## src/rtl/isp_pkg.sv

```systemverilog
// Shared ISP definitions: Bayer color codes, unity gain, and the AWB controller state encoding.
package isp_pkg;

  localparam logic [1:0] COLOR_R = 2'd0;
  localparam logic [1:0] COLOR_G = 2'd1;
  localparam logic [1:0] COLOR_B = 2'd2;

  localparam logic [15:0] GAIN_UNITY = 16'h0100;

  typedef enum logic [1:0] {
    ST_IDLE   = 2'd0,
    ST_DIV_R  = 2'd1,
    ST_DIV_B  = 2'd2,
    ST_UPDATE = 2'd3
  } awb_state_t;

endpackage

```

## src/rtl/awb_gain_ctrl_if.sv

```systemverilog
// Pixel statistics tap: the same valid/color/value/last stream that feeds the white-balance stage.
interface awb_gain_ctrl_if;
  logic       valid_i;
  logic [1:0] color_i;
  logic [7:0] value_i;
  logic       last_i;

  modport master (output valid_i, color_i, value_i, last_i);
  modport slave  (input  valid_i, color_i, value_i, last_i);
endinterface

```

## src/rtl/seq_div.sv

```systemverilog
// Restoring unsigned divider, one quotient bit per clock; the start cycle already retires the first bit.
module seq_div #(
  parameter int unsigned WIDTH = 40
) (
  input  logic             clk,
  input  logic             rst_n,
  input  logic             start,
  input  logic [WIDTH-1:0] dividend,
  input  logic [WIDTH-1:0] divisor,
  output logic             done,
  output logic [WIDTH-1:0] quotient
);

  localparam int unsigned CW = $clog2(WIDTH + 1);

  logic [WIDTH-1:0]   rem_q;
  logic [WIDTH-1:0]   divisor_q;
  logic [CW-1:0]      cnt_q;
  logic               running_q;
  logic [2*WIDTH-1:0] step_res;

  function automatic logic [2*WIDTH-1:0] div_step(input logic [WIDTH-1:0] rem,
                                                  input logic [WIDTH-1:0] quo,
                                                  input logic [WIDTH-1:0] dvs);
    logic [WIDTH:0]   trial;
    logic [WIDTH-1:0] r_n;
    logic [WIDTH-1:0] q_n;
    trial = {rem, quo[WIDTH-1]};
    q_n   = {quo[WIDTH-2:0], 1'b0};
    if (trial >= {1'b0, dvs}) begin
      r_n    = WIDTH'(trial - {1'b0, dvs});
      q_n[0] = 1'b1;
    end else begin
      r_n = WIDTH'(trial);
    end
    return {r_n, q_n};
  endfunction

  always_comb begin
    step_res = '0;
    if (start) step_res = div_step('0, dividend, divisor);
    else       step_res = div_step(rem_q, quotient, divisor_q);
  end

  always_ff @(posedge clk or negedge rst_n) begin
    if (!rst_n) begin
      rem_q     <= '0;
      quotient  <= '0;
      divisor_q <= '0;
      cnt_q     <= '0;
      running_q <= 1'b0;
      done      <= 1'b0;
    end else if (start) begin
      {rem_q, quotient} <= step_res;
      divisor_q         <= divisor;
      cnt_q             <= CW'(WIDTH - 1);
      running_q         <= 1'b1;
      done              <= 1'b0;
    end else if (running_q) begin
      {rem_q, quotient} <= step_res;
      cnt_q             <= cnt_q - CW'(1);
      if (cnt_q == CW'(1)) begin
        running_q <= 1'b0;
        done      <= 1'b1;
      end
    end
  end

endmodule

```

## src/rtl/awb_gain_ctrl.sv

```systemverilog
// Gray-world AWB gain controller: per-frame channel sums -> K_R/K_B = (G>>G_SHIFT)/R|B in Q8.8.
// Build option AWB_IIR_EN: UPDATE blends the new gain into the old one (quarter-step IIR).
module awb_gain_ctrl
  import isp_pkg::*;
#(
  parameter int unsigned ACC_W    = 32,
  parameter int unsigned G_SHIFT  = 1,
  parameter logic [15:0] GAIN_MIN = 16'h0010,
  parameter logic [15:0] GAIN_MAX = 16'h0FF0
) (
  input  logic                  clk,
  input  logic                  rst_n,
  input  logic                  enable_i,
  input  logic                  manual_i,
  input  logic [15:0]           man_kr_i,
  input  logic [15:0]           man_kg_i,
  input  logic [15:0]           man_kb_i,
  awb_gain_ctrl_if.slave        pix,
  output logic [15:0]           K_R,
  output logic [15:0]           K_G,
  output logic [15:0]           K_B,
  output logic                  valid_gain_o,
  output logic                  update_o,
  output logic                  busy_o,
  output logic                  drop_o
);

  localparam int unsigned DIV_W = ACC_W + 8;
  localparam int unsigned CW    = $clog2(DIV_W + 1);

  awb_state_t       state_q;
  logic [CW-1:0]    cnt_q;
  logic [ACC_W-1:0] sum_r_q, sum_g_q, sum_b_q;
  logic [ACC_W-1:0] sum_r_nx, sum_g_nx, sum_b_nx;
  logic [ACC_W-1:0] snap_r_q, snap_b_q;
  logic [DIV_W-1:0] g_div_q, g_div_nx;
  logic [15:0]      gain_r_q, gain_b_q;
  logic             pix_last, frame_start;
  logic             div_start, div_done;
  logic [DIV_W-1:0] div_dividend, div_divisor, div_quotient;

  function automatic logic [ACC_W-1:0] sat_add(input logic [ACC_W-1:0] s, input logic [7:0] v);
    logic [ACC_W:0] t;
    t = {1'b0, s} + (ACC_W + 1)'(v);
    return t[ACC_W] ? '1 : t[ACC_W-1:0];
  endfunction

  function automatic logic [15:0] clamp_q(input logic [DIV_W-1:0] q);
    if (q > DIV_W'(GAIN_MAX))      return GAIN_MAX;
    else if (q < DIV_W'(GAIN_MIN)) return GAIN_MIN;
    else                           return 16'(q);
  endfunction

`ifdef AWB_IIR_EN
  function automatic logic [15:0] smooth(input logic [15:0] old_k, input logic [15:0] new_k);
    logic signed [16:0] diff;
    logic signed [16:0] acc;
    diff = $signed({1'b0, new_k}) - $signed({1'b0, old_k});
    acc  = $signed({1'b0, old_k}) + (diff >>> 2);
    if (acc > $signed({1'b0, GAIN_MAX}))      return GAIN_MAX;
    else if (acc < $signed({1'b0, GAIN_MIN})) return GAIN_MIN;
    else                                      return 16'(acc);
  endfunction
`endif

  assign pix_last    = pix.valid_i & pix.last_i & enable_i;
  assign frame_start = pix_last && (state_q == ST_IDLE);
  assign busy_o      = (state_q != ST_IDLE);

  // Next-sum values include the current pixel so the last pixel lands in the snapshot.
  always_comb begin
    sum_r_nx = sum_r_q;
    sum_g_nx = sum_g_q;
    sum_b_nx = sum_b_q;
    if (pix.valid_i) begin
      if (pix.color_i == COLOR_R) sum_r_nx = sat_add(sum_r_q, pix.value_i);
      if (pix.color_i == COLOR_G) sum_g_nx = sat_add(sum_g_q, pix.value_i);
      if (pix.color_i == COLOR_B) sum_b_nx = sat_add(sum_b_q, pix.value_i);
    end
    g_div_nx = {ACC_W'(sum_g_nx >> G_SHIFT), 8'h00};
  end

  always_ff @(posedge clk or negedge rst_n) begin
    if (!rst_n) begin
      sum_r_q <= '0;
      sum_g_q <= '0;
      sum_b_q <= '0;
    end else if (enable_i) begin
      if (pix_last) begin
        sum_r_q <= '0;
        sum_g_q <= '0;
        sum_b_q <= '0;
      end else begin
        sum_r_q <= sum_r_nx;
        sum_g_q <= sum_g_nx;
        sum_b_q <= sum_b_nx;
      end
    end
  end

  // The R divide launches straight from the live sums on the frame-start edge; B launches when R retires.
  always_comb begin
    div_start    = 1'b0;
    div_dividend = g_div_q;
    div_divisor  = {8'h00, snap_b_q};
    if (frame_start) begin
      div_start    = (sum_r_nx != '0);
      div_dividend = g_div_nx;
      div_divisor  = {8'h00, sum_r_nx};
    end else if (state_q == ST_DIV_R && cnt_q == '0) begin
      div_start = (snap_b_q != '0);
    end
  end

  seq_div #(.WIDTH(DIV_W)) u_div (
    .clk      (clk),
    .rst_n    (rst_n),
    .start    (div_start),
    .dividend (div_dividend),
    .divisor  (div_divisor),
    .done     (div_done),
    .quotient (div_quotient)
  );

  always_ff @(posedge clk or negedge rst_n) begin
    if (!rst_n) begin
      state_q      <= ST_IDLE;
      cnt_q        <= '0;
      snap_r_q     <= '0;
      snap_b_q     <= '0;
      g_div_q      <= '0;
      gain_r_q     <= GAIN_UNITY;
      gain_b_q     <= GAIN_UNITY;
      K_R          <= GAIN_UNITY;
      K_G          <= GAIN_UNITY;
      K_B          <= GAIN_UNITY;
      valid_gain_o <= 1'b0;
      update_o     <= 1'b0;
      drop_o       <= 1'b0;
    end else begin
      valid_gain_o <= 1'b1;
      update_o     <= 1'b0;
      drop_o       <= pix_last && (state_q != ST_IDLE);
      case (state_q)
        ST_IDLE: begin
          if (frame_start) begin
            snap_r_q <= sum_r_nx;
            snap_b_q <= sum_b_nx;
            g_div_q  <= g_div_nx;
            cnt_q    <= CW'(DIV_W - 1);
            state_q  <= ST_DIV_R;
          end
        end
        ST_DIV_R: begin
          if (cnt_q == '0) begin
            gain_r_q <= (snap_r_q == '0 || !div_done) ? GAIN_MAX : clamp_q(div_quotient);
            cnt_q    <= CW'(DIV_W - 1);
            state_q  <= ST_DIV_B;
          end else begin
            cnt_q <= cnt_q - CW'(1);
          end
        end
        ST_DIV_B: begin
          if (cnt_q == '0) begin
            gain_b_q <= (snap_b_q == '0 || !div_done) ? GAIN_MAX : clamp_q(div_quotient);
            state_q  <= ST_UPDATE;
          end else begin
            cnt_q <= cnt_q - CW'(1);
          end
        end
        ST_UPDATE: begin
          state_q <= ST_IDLE;
          if (!manual_i) begin
`ifdef AWB_IIR_EN
            K_R <= smooth(K_R, gain_r_q);
            K_B <= smooth(K_B, gain_b_q);
`else
            K_R <= gain_r_q;
            K_B <= gain_b_q;
`endif
            K_G      <= GAIN_UNITY;
            update_o <= 1'b1;
          end
        end
        default: state_q <= ST_IDLE;
      endcase
      if (manual_i) begin
        K_R <= man_kr_i;
        K_G <= man_kg_i;
        K_B <= man_kb_i;
      end
    end
  end

endmodule

```

## src/flat_wrapper.sv

```systemverilog
// flat-port wrapper written by rule: the top's interface ports become plain ports
module awb_gain_ctrl_flat import isp_pkg::*;
#(
  parameter int unsigned ACC_W    = 32,
  parameter int unsigned G_SHIFT  = 1,
  parameter logic [15:0] GAIN_MIN = 16'h0010,
  parameter logic [15:0] GAIN_MAX = 16'h0FF0
)
  (clk, rst_n, enable_i, manual_i, man_kr_i, man_kg_i, man_kb_i, K_R, K_G, K_B, valid_gain_o, update_o, busy_o, drop_o, pix_valid_i, pix_color_i, pix_value_i, pix_last_i);
  awb_gain_ctrl_if pix_i ();
  input  logic clk;
  input  logic rst_n;
  input  logic enable_i;
  input  logic manual_i;
  input  logic [15:0] man_kr_i;
  input  logic [15:0] man_kg_i;
  input  logic [15:0] man_kb_i;
  output logic [15:0] K_R;
  output logic [15:0] K_G;
  output logic [15:0] K_B;
  output logic valid_gain_o;
  output logic update_o;
  output logic busy_o;
  output logic drop_o;
  input wire logic [$bits(pix_i.valid_i)-1:0] pix_valid_i;
  input wire logic [$bits(pix_i.color_i)-1:0] pix_color_i;
  input wire logic [$bits(pix_i.value_i)-1:0] pix_value_i;
  input wire logic [$bits(pix_i.last_i)-1:0] pix_last_i;
  assign pix_i.valid_i = pix_valid_i;
  assign pix_i.color_i = pix_color_i;
  assign pix_i.value_i = pix_value_i;
  assign pix_i.last_i = pix_last_i;
  awb_gain_ctrl #(.ACC_W(ACC_W), .G_SHIFT(G_SHIFT), .GAIN_MIN(GAIN_MIN), .GAIN_MAX(GAIN_MAX)) u_core (.clk(clk), .rst_n(rst_n), .enable_i(enable_i), .manual_i(manual_i), .man_kr_i(man_kr_i), .man_kg_i(man_kg_i), .man_kb_i(man_kb_i), .pix(pix_i), .K_R(K_R), .K_G(K_G), .K_B(K_B), .valid_gain_o(valid_gain_o), .update_o(update_o), .busy_o(busy_o), .drop_o(drop_o));
endmodule
```

## config.mk

```make
export PLATFORM = sky130hd
export DESIGN_NAME = awb_gain_ctrl_flat
export DESIGN_NICKNAME = d
export VERILOG_FILES = /design/src/rtl/isp_pkg.sv /design/src/rtl/awb_gain_ctrl_if.sv /design/src/rtl/seq_div.sv /design/src/rtl/awb_gain_ctrl.sv /design/src/flat_wrapper.sv
export SDC_FILE = /design/constraint.sdc
export NUM_CORES = 1
export LEC_CHECK = 0
export CORE_MARGIN = 8
export CORE_UTILIZATION = 40
export DETAILED_ROUTE_END_ITERATION = 8
export REMOVE_ABC_BUFFERS = 1
export SLEW_MARGIN = 20
export SYNTH_ARGS = -nofsm -noshare
export SYNTH_HDL_FRONTEND = slang
export SYNTH_SLANG_ARGS = --single-unit
export TNS_END_PERCENT = 20
```

## constraint.sdc

```tcl
create_clock -name clk -period 11.2 [get_ports clk]
set_clock_uncertainty 0.15 [all_clocks]
set_input_delay 3.36 -clock clk [delete_from_list [all_inputs] [get_ports clk]]
set_output_delay 3.36 -clock clk [all_outputs]
set_load 0.02 [all_outputs]
```

**Word level (Yosys, flattened, before mapping)**

Index checks and enable logic that the tools add are counted.

- Magnitude comparators: 4
- Muxes and demuxes: 53
- Add/sub/neg operators: 7
- Eq/ne operators: 10
- Bitwise logic cells: 2
- Reductions and logical operators: 27

Operators with widths:

| kind | count |
|---|---|
| $mux W32 | 13 |
| $mux W40 | 7 |
| $mux W16 | 10 |
| $add A32 B8 Y33 | 3 |
| $mux W80 | 1 |
| $logic_not A32 Y1 | 2 |
| $reduce_bool A32 Y1 | 2 |
| $ge A41 B40 Y1 | 1 |
| $gt A40 B12 Y1 const B | 1 |
| $lt A40 B5 Y1 const B | 1 |
| $sub A1 B40 Y40 | 1 |
| $sub A40 B40 Y40 | 1 |
| $ge A1 B32 Y1 | 1 |
| $mux W6 | 5 |
| $pmux W6 S3 | 1 |
| $mux W1 | 12 |
| $reduce_bool A2 Y1 | 6 |
| $sub A6 B1 Y6 const B | 2 |
| $reduce_and A3 Y1 | 3 |
| $pmux W2 S4 | 1 |
| $reduce_and A2 Y1 | 4 |
| $eq A2 B2 Y1 const B | 3 |
| $eq A6 B1 Y1 const B | 1 |
| $logic_not A6 Y1 | 1 |
| other kinds (10) | 20 |

- Bits of input ports: 64
- Word-level logic and storage cells: 126
- Output and inout bits: 52
- Register bits after elaboration: 419

**Depth between registers and ports, before layout**

- Depth in word-level cells: 10
- Gate-level depth with buffers: 17
- Mapped depth without buffers: 15

**Modules after synthesis**

A second synthesis with hierarchy kept.

- Cell total of the unflattened synthesis: 2653
- Area, all modules: 23943.0 um^2

Modules (own cells, without submodules):

| module | cells an instance | area each (um^2) | sequential area each (um^2) | times used |
|---|---|---|---|---|
| awb_gain_ctrl | 1692 | 15574.9 | 7288.2 | 1 |
| seq_div | 961 | 8368.0 | 3203.1 | 1 |

**Worst setup path after synthesis**

No wires, ideal clock.

- Path kind: input to register
- Start point: input pix_value_i[0]
- End point: register u_core.u_div.rem_q[35]
- Buffers on the path: 1
- Data arrival time: 6828 ps
- Data required time: 10956 ps
- Stages: 13
- Slack: 4128 ps
- Setup time: 94 ps
- Cell sequence: ha_1 -> fa_1 -> a211oi_1 -> o21ai_1 -> and4b_1 -> nor2_1 -> a31oi_1 -> a2111oi_2 -> nand4_1 -> a211oi_4 -> a21oi_2 -> buf_2 -> a221oi_2

- Word-level cells in the longest chain between the ends: 10
- Elaborated cells on any way between the ends: 14

RTL lines:

| item | line | RTL |
|---|---|---|
| start, declared | flat_wrapper.sv:27 | `input wire logic [$bits(pix_i.value_i)-1:0] pix_value_i;` |
| $add A32 B8 Y33 * | awb_gain_ctrl.sv:44 | `t = {1'b0, s} + (ACC_W + 1)'(v);` |
| $mux W32 * | awb_gain_ctrl.sv:45 | `return t[ACC_W] ? '1 : t[ACC_W-1:0];` |
| $mux W32 * | awb_gain_ctrl.sv:76 | `if (pix.color_i == COLOR_R) sum_r_nx = sat_add(sum_r_q, pix.value_i);` |
| $mux W32 * | awb_gain_ctrl.sv:75 | `if (pix.valid_i) begin` |
| $mux W32 | awb_gain_ctrl.sv:106 | `if (frame_start) begin` |
| $sub A1 B40 Y40 or $ge A1 B32 Y1 (tied branches) | seq_div.sv:31, seq_div.sv:30 |  |
| $mux W40 | seq_div.sv:30 | `if (trial >= {1'b0, dvs}) begin` |
| $mux W80 | seq_div.sv:41 | `if (start) step_res = div_step('0, dividend, divisor);` |
| $mux W40 | seq_div.sv:59 | `end else if (running_q) begin` |
| $mux W40 | seq_div.sv:53 | `end else if (start) begin` |
| end signal, assigned | seq_div.sv:54 | `{rem_q, quotient} <= step_res;` |
| end signal, assigned | seq_div.sv:60 | `{rem_q, quotient} <= step_res;` |
| end, declared | seq_div.sv:16 | `logic [WIDTH-1:0] rem_q;` |

Mark *: on every way between the ends. The rest lies on a longest branch, timed or not. The select of a mux whose other input is x is not followed.
A chain may end at the register's enable or synchronous reset.

**Worst setup path after layout**

- Start point: input pix_value_i[0]
- End point: register u_core.u_div.rem_q[2]

Same word-level chain as after synthesis.

==> metrics.txt <==
status finished, final reports clean; synth top area cells dfrtp_1 (43%), o21ai_0 (4.6%), a21oi_1 (4.3%); crit path capture type register; ys async rst share 1.00; commonest non-fill, non-tap cell in the layout dfrtp_1; n_diodes 0; worst hold-check path type register to register; Clock Path Buffers 3; Cell Pwr Density roughly 230 nW/µm²; crit-path max FO 15; Setup TNS 0 ns; Slew headroom 0.246; worst vdd ir between 100 and 150 µV; EDFF count, synth 0; num ports between 100 and 150; CTS sink count between 400 and 500; post_cts resized 0; Die Area 66,600 µm²; slew of the pin with the lowest slew margin around 1.1 ns; slowest stage delay, CP 0.78 ns; Post-Route WL approximately 76,000 µm; Syn. warnings 0; Reg2Reg Setup Slack roughly 5.3 ns; Final #Nets 2,765; DR iter-0 viols between 1,500 and 2,000; clock root cell clkbuf_16; Synth Area in Simple Gates 0.177; Pleak about 12 nW; multiplexer share of the synthesized area 0.0388; reg-to-reg endpoint u_core.u_div.rem_q[2]; DP HPWL 53,400 µm; Vias around 20,000; Critical Path RT approximately 12 ns; share of cells above drive strength 1 0.0668; Worst-path clk slew 0.06 ns; WHS Endpoint u_core.g_div_q[11]; Compound-Gate Fraction of Synth Area 0.230; WL/cell about 22 µm; Crit path top cell by count nand3_1; TritonCTS clock tree done; largest net degree at the start of global routing between 150 and 200; worst setup path class input port to register; Post-Synth XOR/XNOR Area 0.0336; min cycle time layout between 8 and 9 ns; GRT Resource Usage Total 0.222; hold path depth 1; sequential share of the synthesized area 0.439; core area around 58,000 µm²; Mapped Area 23,500 µm²; cells after synthesis about 2,600; Max Cap Viol 0; synthesis-to-finish area growth 15.2%; reg2reg start u_core.sum_r_q[8]; vias in the first global route around 20,000; critical path launch point type input port; mean post-synth cell area 9.05 µm²; Congestion Overflow GR 0; final worst setup slack about 2.5 ns; port bufs 115; Initial Utilization 0.406; CP Depth 13; commonest cells after routing, fill and taps aside dfrtp_1 (405), nand2_1 (242), nor2_1 (214), o21ai_0 (214), a21oi_1 (203); final worst-path cycle share 0.773; worst-path cell chain clkdlybuf4s50_1, ha_1, fa_1, a211oi_1, o21a_1, nor2_1, nand2b_1, nand3_1, a2111oi_2, nand4_1, a211oi_4, nand3_1, o21ai_0; pre-CTS setup slack just over 2 ns; CTS hold repair buffers 0; Hold Crit Start u_core.g_div_q[11]; Rows a little under 90; Placed Area 25,200 µm²; Clk Latency, worst-skew pair ~0.61 ns; Num CTS Buffers between 40 and 50; Setup Fix Bufs, Post-CTS 0; RSZ-0062 raised after global routing false; routed vias/inst between 5 and 6; DIE WIDTH ~260 µm; kind of cell adding the most delay to the critical path compound AO/OA/AOI/OAI gates; Buf/Inv on CP 1; Crit path arrival time about 9.0 ns; synthesis-stage register bit count between 400 and 500; total power draw between 6 and 7 mW; largest family of logic cells by synthesized area compound AO/OA/AOI/OAI gates; RD Place Congestion about 0.90; Distinct cells, synth 82; FMAX around 120 MHz; H-Tree Depth 2; Final Setup Violations 0; Slowest-stage cell, CP nand3_1; post-synth top area cell dfrtp_1; Post-Synth Adder-Cell Area 0.0392; final hold vios 0; R2R depth 11; first-pass GRT wire length about 120,000 µm; First-pass DRT Iterations 7; design area around 27,000 µm²; Slew Limit Fails 0; initial antenna violation count 0; remaining routing DRC violations 0; top cell type's share of synthesized area 0.433; die height about 260 µm; Main synth FF type dfrtp_1; DRT antenna net count 0
worst max-delay path by stage:
stage                    from                     end  slack, ns
6_report       pix_value_i[0]   u_core.u_div.rem_q[2]       2.54
5_1_grt        pix_value_i[0]  u_core.u_div.rem_q[31]       2.16
4_1_cts        pix_value_i[0]   u_core.u_div.rem_q[2]       2.67
3_5_place_dp   pix_value_i[0]   u_core.u_div.rem_q[9]       2.05
3_3_place_gp   pix_value_i[0]  u_core.u_div.rem_q[26]       2.17
2_1_floorplan        enable_i  u_core.u_div.rem_q[30]      -0.42
report_power, final:
group	internal [mW]	leakage (nW)	total, mW	switching (mW)
sequential	1.78	5.22	2.05	0.271
clock	1.07	0.849	1.76	0.690
combinational	0.991	5.57	2.34	1.35
total	3.84	11.6	6.15	2.31
flip-flops by register name (all words and copies together) (netlist names), 2 cells and up:
signal / flops
u_core.g_div_q: 40
u_core.u_div.quotient: 40
u_core.u_div.rem_q: 40
u_core.snap_b_q: 32
u_core.snap_r_q: 32
u_core.sum_b_q: 32
u_core.sum_g_q: 32
u_core.sum_r_q: 32
u_core.u_div.divisor_q: 32
u_core.K_B: 16
u_core.K_G: 16
u_core.K_R: 16
u_core.gain_b_q: 16
u_core.gain_r_q: 16
u_core.cnt_q: 6
u_core.u_div.cnt_q: 6
u_core.state_q: 2
logic make-up after synthesis:
kind of cell               count (synthesis)
muxes                                     90
DFF                                      411
and+or+nand+nor                          847
adders and majority gates                 71
other                                      1
AOI/OAI and AO/OA                        829
xor gates and xnor gates                  90
buffers and inverters                    253
Yosys cell counts, types with 38 or more instances:
cell type  number
a211oi_1       40
a21oi_1       203
nor4_1         44
o21ai_0       214
dfrtp_1       406
nand4_1        39
nor3_1         56
and3_1         42
clkbuf_1      126
mux2i_1        82
nand2_1       243
ha_1           67
a31oi_1        38
inv_1          94
xnor2_1        61
nand3_1        60
nor2_1        218
a21o_1         66
cell type report:
class | instances | area [µm²]
repair buffers | 145 | 1390
clock inverters | 21 | 384
well taps | 765 | 957
inverters | 95 | 357
clock buffers | 66 | 1400
fillers | 5529 | 30800
flip-flops and latches | 411 | 10300
multi-input cells | 1928 | 12200
metrics by stage:
stage | cells | hold slack [ns] | util
floorplan | 2434 | 0.296 | -
global placement | 3344 | 0.310 | 0.436
detailed placement | 3344 | 0.316 | 0.436
CTS | 3431 | 0.330 | 0.467
global route | 3431 | 0.343 | 0.467
finish | 3431 | 0.328 | 0.467
worst reg2reg max path, stage by stage (launching register included):
cell      delay, ns
dfrtp_1        0.57
nand4_1        0.35
or4_1          0.87
nor4_1         0.91
buf_4          0.30
o22ai_1        0.17
o211a_1        0.19
o2111a_1       0.16
and4_1         0.23
nor2_4         0.73
nand3_1        0.89
o21ai_0        0.31
routing by layer:
| layer | wire, µm | GRT usage | up-vias |
|---|---|---|---|
| li1 | - | - | 9536 |
| met1 | 34900 | 0.316 | 10149 |
| met2 | 34500 | 0.350 | 612 |
| met3 | 4320 | 0.0310 | 108 |
| met4 | 2040 | 0.0666 | 0 |
| met5 | 0 | 0 | - |
No activity file was read; power rests on OpenSTA's default activity.
